File: config.mk
export PLATFORM = sky130hd
export DESIGN_NAME = uart_rx
export DESIGN_NICKNAME = d
export VERILOG_FILES = /design/src/rtl/uart_rx_pkg.sv /design/src/rtl/uart_rx_fifo.sv /design/src/rtl/uart_rx.sv
export SDC_FILE = /design/constraint.sdc
export NUM_CORES = 1
export LEC_CHECK = 0
export CORE_AREA = 2 2 83 53
export CTS_BUF_LIST = sky130_fd_sc_hd__clkbuf_8
export DETAILED_ROUTE_END_ITERATION = 12
export DIE_AREA = 0 0 85 55
export PLACE_DENSITY = 0.66
export SETUP_SLACK_MARGIN = 0.02
export SLEW_MARGIN = 40
export SYNTH_ARGS = -nofsm -noshare
export SYNTH_HDL_FRONTEND = slang
export SYNTH_SLANG_ARGS = --single-unit
File: constraint.sdc
create_clock -name clk -period 2.1 [get_ports clk]
set_clock_uncertainty 0.1 [all_clocks]
set_input_delay 0.315 -clock clk [delete_from_list [all_inputs] [get_ports clk]]
set_output_delay 0.315 -clock clk [all_outputs]
set_load 0.005 [all_outputs]
File: src/rtl/uart_rx_pkg.sv
// Shared definitions for the UART receive path: FSM state encoding, frame width and
// the baud divider computation also used by the TX baud generator.
package uart_rx_pkg;

  localparam int DATA_BITS = 8;

  typedef enum logic [2:0] {
    ST_IDLE  = 3'd0,
    ST_START = 3'd1,
    ST_DATA  = 3'd2,
    ST_STOP  = 3'd3,
    ST_BREAK = 3'd4
  } rx_state_e;

  // Rounded clock-to-tick ratio: round(clk_hz / (baud * os)).
  function automatic int baud_div(input int clk_hz, input int baud, input int os);
    int den;
    den = baud * os;
    return (clk_hz + (den / 2)) / den;
  endfunction

endpackage

File: src/rtl/uart_rx_fifo.sv
// Receive byte storage with push/pop/full handling. Define UART_RX_FIFO_EN for a
// DEPTH-entry FIFO; otherwise a single holding register with a valid flag is built.
module uart_rx_fifo
  import uart_rx_pkg::*;
#(
  parameter int DEPTH = 4
) (
  input  logic                 clk,
  input  logic                 reset,
  input  logic                 push_i,
  input  logic                 pop_i,
  input  logic [DATA_BITS-1:0] data_i,
  output logic [DATA_BITS-1:0] data_o,
  output logic                 valid_o,
  output logic                 full_o,
  output logic                 drop_o
);

`ifdef UART_RX_FIFO_EN
  localparam int PW = (DEPTH > 1) ? $clog2(DEPTH) : 1;
  localparam int CW = $clog2(DEPTH + 1);
  localparam logic [PW-1:0] PTR_LAST = PW'(DEPTH - 1);
  localparam logic [CW-1:0] CNT_FULL = CW'(DEPTH);

  logic [DATA_BITS-1:0] mem_q [DEPTH];
  logic [PW-1:0]        wr_ptr_q, rd_ptr_q;
  logic [CW-1:0]        count_q;
  logic                 push_s, pop_s;

  function automatic logic [PW-1:0] ptr_inc(input logic [PW-1:0] p);
    return (p == PTR_LAST) ? '0 : p + PW'(1);
  endfunction

  assign full_o  = (count_q == CNT_FULL);
  assign valid_o = (count_q != '0);
  assign pop_s   = pop_i && valid_o;
  // A pop in the same cycle frees the slot the push needs.
  assign push_s  = push_i && (!full_o || pop_s);
  assign drop_o  = push_i && !push_s;
  assign data_o  = mem_q[rd_ptr_q];

  // Storage array, pointers and occupancy count.
  always_ff @(posedge clk or negedge reset) begin
    if (!reset) begin
      for (int i = 0; i < DEPTH; i++) mem_q[i] <= '0;
      wr_ptr_q <= '0;
      rd_ptr_q <= '0;
      count_q  <= '0;
    end else begin
      if (push_s) begin
        mem_q[wr_ptr_q] <= data_i;
        wr_ptr_q        <= ptr_inc(wr_ptr_q);
      end
      if (pop_s) rd_ptr_q <= ptr_inc(rd_ptr_q);
      case ({push_s, pop_s})
        2'b10:   count_q <= count_q + CW'(1);
        2'b01:   count_q <= count_q - CW'(1);
        default: count_q <= count_q;
      endcase
    end
  end
`else
  logic [DATA_BITS-1:0] hold_q;
  logic                 valid_q;
  logic                 push_s, pop_s;
  // Depth is fixed at one here; the parameter stays so both builds share one interface.
  logic                 unused_depth_s;

  assign unused_depth_s = (DEPTH != 0);
  assign full_o  = valid_q;
  assign valid_o = valid_q;
  assign pop_s   = pop_i && valid_q;
  assign push_s  = push_i && (!valid_q || pop_s);
  assign drop_o  = push_i && !push_s;
  assign data_o  = hold_q;

  // Single holding register and its valid flag.
  always_ff @(posedge clk or negedge reset) begin
    if (!reset) begin
      hold_q  <= '0;
      valid_q <= 1'b0;
    end else begin
      if (push_s) begin
        hold_q  <= data_i;
        valid_q <= 1'b1;
      end else if (pop_s) begin
        valid_q <= 1'b0;
      end
    end
  end
`endif

endmodule

File: src/rtl/uart_rx.sv
// 8N1 UART receiver with 16x oversampling. Storage depth is selected by UART_RX_FIFO_EN
// (see uart_rx_fifo); the port list is the same in both builds.
module uart_rx
  import uart_rx_pkg::*;
#(
  parameter int CLK_HZ     = 50_000_000,
  parameter int BAUD       = 115200,
  parameter int OVERSAMPLE = 16,
  parameter int FIFO_DEPTH = 4
) (
  input  logic                 clk,
  input  logic                 reset,
  input  logic                 i_uart_rx,
  input  logic                 i_rd,
  input  logic                 i_clr,
  output logic [DATA_BITS-1:0] o_data,
  output logic                 o_valid,
  output logic                 o_busy,
  output logic                 o_frame_err,
  output logic                 o_overrun
);

  localparam int DIV = baud_div(CLK_HZ, BAUD, OVERSAMPLE);
  localparam int DW  = (DIV > 1) ? $clog2(DIV) : 1;
  localparam int TW  = $clog2(OVERSAMPLE);
  localparam int BW  = $clog2(DATA_BITS);
  localparam logic [DW-1:0] DIV_LAST  = DW'(DIV - 1);
  localparam logic [TW-1:0] HALF_LAST = TW'(OVERSAMPLE / 2 - 1);
  localparam logic [TW-1:0] TICK_LAST = TW'(OVERSAMPLE - 1);
  localparam logic [BW-1:0] BIT_LAST  = BW'(DATA_BITS - 1);

  logic                 sync1_q, sync2_q, rx_prev_q, rx_s;
  logic [DW-1:0]        div_q, div_d;
  logic                 tick_s;
  rx_state_e            state_q, state_d;
  logic [TW-1:0]        tick_cnt_q, tick_cnt_d;
  logic [BW-1:0]        bit_cnt_q, bit_cnt_d;
  logic [DATA_BITS-1:0] shreg_q, shreg_d;
  logic                 push_s, frame_set_s, drop_s, full_s;
  logic                 frame_err_q, overrun_q;

  assign rx_s   = sync2_q;
  assign tick_s = (div_q == DIV_LAST);

  // Two-flop synchronizer plus one delayed copy for falling-edge detection; idle line is 1.
  always_ff @(posedge clk or negedge reset) begin
    if (!reset) begin
      sync1_q   <= 1'b1;
      sync2_q   <= 1'b1;
      rx_prev_q <= 1'b1;
    end else begin
      sync1_q   <= i_uart_rx;
      sync2_q   <= sync1_q;
      rx_prev_q <= sync2_q;
    end
  end

  // FSM, tick divider, counters and shift register.
  always_ff @(posedge clk or negedge reset) begin
    if (!reset) begin
      state_q    <= ST_IDLE;
      div_q      <= '0;
      tick_cnt_q <= '0;
      bit_cnt_q  <= '0;
      shreg_q    <= '0;
    end else begin
      state_q    <= state_d;
      div_q      <= div_d;
      tick_cnt_q <= tick_cnt_d;
      bit_cnt_q  <= bit_cnt_d;
      shreg_q    <= shreg_d;
    end
  end

  // Next-state logic; everything but the start-edge detection advances on ticks only.
  always_comb begin
    state_d     = state_q;
    tick_cnt_d  = tick_cnt_q;
    bit_cnt_d   = bit_cnt_q;
    shreg_d     = shreg_q;
    push_s      = 1'b0;
    frame_set_s = 1'b0;
    div_d       = tick_s ? '0 : div_q + DW'(1);
    case (state_q)
      ST_IDLE: begin
        if (rx_prev_q && !rx_s) begin
          state_d    = ST_START;
          tick_cnt_d = '0;
          div_d      = '0;
        end else begin
          state_d = ST_IDLE;
        end
      end
      ST_START: begin
        if (tick_s && (tick_cnt_q == HALF_LAST)) begin
          tick_cnt_d = '0;
          bit_cnt_d  = '0;
          state_d    = rx_s ? ST_IDLE : ST_DATA;
        end else if (tick_s) begin
          tick_cnt_d = tick_cnt_q + TW'(1);
        end else begin
          tick_cnt_d = tick_cnt_q;
        end
      end
      ST_DATA: begin
        if (tick_s && (tick_cnt_q == TICK_LAST)) begin
          tick_cnt_d = '0;
          shreg_d    = {rx_s, shreg_q[DATA_BITS-1:1]};
          if (bit_cnt_q == BIT_LAST) begin
            state_d = ST_STOP;
          end else begin
            bit_cnt_d = bit_cnt_q + BW'(1);
          end
        end else if (tick_s) begin
          tick_cnt_d = tick_cnt_q + TW'(1);
        end else begin
          tick_cnt_d = tick_cnt_q;
        end
      end
      ST_STOP: begin
        if (tick_s && (tick_cnt_q == TICK_LAST)) begin
          tick_cnt_d = '0;
          if (rx_s) begin
            push_s  = 1'b1;
            state_d = ST_IDLE;
          end else begin
            frame_set_s = 1'b1;
            state_d     = ST_BREAK;
          end
        end else if (tick_s) begin
          tick_cnt_d = tick_cnt_q + TW'(1);
        end else begin
          tick_cnt_d = tick_cnt_q;
        end
      end
      ST_BREAK: begin
        if (rx_s) begin
          state_d = ST_IDLE;
        end else begin
          state_d = ST_BREAK;
        end
      end
      default: state_d = ST_IDLE;
    endcase
  end

  // Sticky error flags; a new error event wins over a simultaneous clear.
  always_ff @(posedge clk or negedge reset) begin
    if (!reset) begin
      frame_err_q <= 1'b0;
      overrun_q   <= 1'b0;
    end else begin
      frame_err_q <= frame_set_s ? 1'b1 : (i_clr ? 1'b0 : frame_err_q);
      overrun_q   <= drop_s      ? 1'b1 : (i_clr ? 1'b0 : overrun_q);
    end
  end

  uart_rx_fifo #(
    .DEPTH (FIFO_DEPTH)
  ) u_fifo (
    .clk     (clk),
    .reset   (reset),
    .push_i  (push_s),
    .pop_i   (i_rd),
    .data_i  (shreg_q),
    .data_o  (o_data),
    .valid_o (o_valid),
    .full_o  (full_s),
    .drop_o  (drop_s)
  );

  assign o_busy      = (state_q != ST_IDLE);
  assign o_frame_err = frame_err_q;
  assign o_overrun   = overrun_q;

  logic unused_full_s;
  assign unused_full_s = full_s;

endmodule
==> results.md <==
* Outcome: finished, final reports clean
* First-pass GRT wire length at 5330 um
* Critical path class: flip-flop to output port
* Critical R2R Capture: u_fifo.data_o[7]
* R2R setup slack at 90 ps
* YS warnings at 0
* M1 wire length at 1510 um
* P&R area growth vs syn at 22.7%
* R2R depth at 7
* CP startpoint: state_q[1]
* Core Region at 3940 um^2
* Largest net degree at the start of global routing at 38
* Number of global-route vias before repair at 1148
* Chip width at 85 um
* Fin area at 2080 um^2
* Max Freq at 490 MHz
* Gpl congestion at 0.769
* Worst setup path end: o_busy
* DRT antenna net count at 0
* Synth Register Bits at 37
* FILL cells at 336
* Worst skew pair latency at 280 ps
* Setup violations, final at 0
* EDFF count, synth at 0
* Post-route DRC at 0
* Leakage at 0.000937 uW
* Mean Syn Cell Area at 11.8 um^2
* Cells after Synth at 143
* GRT Total Usage at 0.148
* Boundary Pins at 17
* Vias per cell at 5.40
* FF-to-FF Start: div_q[0]
* Slew margin rel. at 0.643
* Root cell of the clock tree: clkbuf_8
* Crit start category: flip-flop
* CP Capture Type: output port
* CTS Buffer Depth at 2
* Initial DRT Pass Iterations at 4
* Hold Fails Final Rpt at 0
* H-tree depth at 2
* Top layer in use: met4
* Crit path time final at 2040 ps
* Share of cells above drive strength 1 at 0.265
* Dpl hpwl at 2220 um
* Gr ovfl total at 0
* Setup Total Neg Slack at 0 ps
* Port-buffer cells at 16
* Syn nets at 153
* Hold crit path type: flip-flop to flip-flop
* Power Density at 785 nW/um^2
* Share of flip-flops with an asynchronous set or reset at 1.00
* Wirelength per Cell at 14.2 um
* Initial DRC count at 44
* Routed length on met3 at 135 um
* FF/Latch Area at 932 um^2
* Netlist cell types at 36
* Die height at 55 um
* CP required at 1680 ps
* Placed cell area at 1930 um^2
* Commonest cells after routing, fill and taps aside: dfrtp_1 (32), mux2_2 (16), clkdlybuf4s50_1 (16)
* Peak supply drop at 0.425 mV
* Num rows at 18
* Ys flop type: dfrtp_1
* Clock transition at the registers of the reported paths at 70 ps
* Initial antenna violation count at 0
* Commonest non-fill, non-tap cell in the layout: dfrtp_1
* Register area share after synthesis at 0.550
* Total of max-cap violations at 0
* RSZ-0062 raised after global routing: true
* Via count at 1188
* CP max FO at 12
* Total CTS buffers at 5
* Clock tree from TritonCTS: yes
* Antenna Cells at 0
* Nets at 179
* DRT Wirelength at 3130 um
* Initial core utilization at 0.429
* Synth Cell Area at 1690 um^2
* Critical path data arrival time at 1620 ps
* Die area at 4680 um^2
* Multi-input gate area at 737 um^2
* Final period util at 0.971
* Metal2 WL at 1460 um
* Tightest Pin Transition at 530 ps
* Pins over their slew limit at 0
* CTS Sinks at 37
per-layer routing:
layer  global-route usage  vias to the layer above
li1                     -                      572
met3               0.0326                        2
met5                    0                        -
met4               0.0556                        0
met1                0.205                      587
met2                0.233                       27
area by class of cell:
| cell class | count | area share |
|---|---|---|
| Clock buffer | 7 | 0.0464 |
| Clock inverter | 1 | 0.00241 |
| Sequential cell | 37 | 0.449 |
| Tap cell | 50 | 0.0301 |
| Multi-Input combinational cell | 95 | 0.355 |
| Inverter | 7 | 0.0127 |
| Timing Repair Buffer | 23 | 0.104 |
critical path, cell delays in order, from the launching register on:
cell and delay (ps):
dfrtp_2 490, or3_1 410, clkdlybuf4s50_1 450
sequential cells by signal (all words and copies together) (netlist names):
register / count
rx_prev_q: 1
u_fifo.full_o: 1
rx_s: 1
tick_cnt_q: 4
o_overrun: 1
div_q: 5
bit_cnt_q: 3
o_frame_err: 1
shreg_q: 8
state_q: 3
sync1_q: 1
u_fifo.data_o: 8
cell usage after synthesis (2+ instances only):
cell type	number	share of area
o2bb2ai_1	2	0.010
a22o_1	3	0.016
a31oi_1	2	0.0074
xor2_1	2	0.010
mux2_2	16	0.11
dfrtp_1	34	0.50
inv_1	7	0.016
nand2b_1	2	0.0074
o21ai_0	11	0.033
nor2b_1	2	0.0074
nand3_1	5	0.015
clkbuf_1	4	0.0089
nor2_1	11	0.024
nand2_1	10	0.022
o22ai_1	2	0.0074
a21oi_1	4	0.012
ha_1	5	0.037
dfstp_2	3	0.047
power breakdown:
| part | leakage [uW] | internal [uW] | total, uW | switching [uW] |
|---|---|---|---|---|
| Combinational | 0.000392 | 123 | 242 | 119 |
| Sequential | 0.000491 | 782 | 854 | 71.8 |
| Clock | 0.0000542 | 297 | 534 | 237 |
| Total | 0.000937 | 1200 | 1630 | 428 |
worst min-delay path by stage:
| stage | startpoint | end | slack [ps] | depth (start not counted) |
|---|---|---|---|---|
| 2_1_floorplan | reset | bit_cnt_q[0] | -80 | 0 |
| 3_3_place_gp | sync1_q | rx_s | 250 | 0 |
| 3_5_place_dp | sync1_q | rx_s | 250 | 0 |
| 4_1_cts | sync1_q | rx_s | 260 | 0 |
| 5_1_grt | sync1_q | rx_s | 270 | 0 |
| 6_report | sync1_q | rx_s | 260 | 0 |
timing repair:
item,4_1_cts,5_1_grt
gates resized for setup,0,8
hold buffers,0,0
setup buffers,0,3
setup endpoints to repair,0,23
metrics by stage:
step	setup slack (ps)	cells	power [uW]	util	hold slack (ps)
final	61.0	220	1630	0.527	262
after global routing	2.58	220	1740	0.527	273
after CTS	26.1	217	1620	0.515	264
after detailed placement	40.2	209	1090	0.490	252
after global placement	72.1	209	1070	0.490	247
after floorplan	112	143	1010	-	-80.6
cell families after synthesis:
kind of cell / count (synthesis) / synth area share
buf+inv: 11 / 0.0244
flops: 37 / 0.550
compound gates: 29 / 0.111
mux: 16 / 0.107
simple gates: 42 / 0.156
fa+ha+maj: 5 / 0.0370
xor+xnor: 3 / 0.0155
Power figures use the tool's default switching activity.
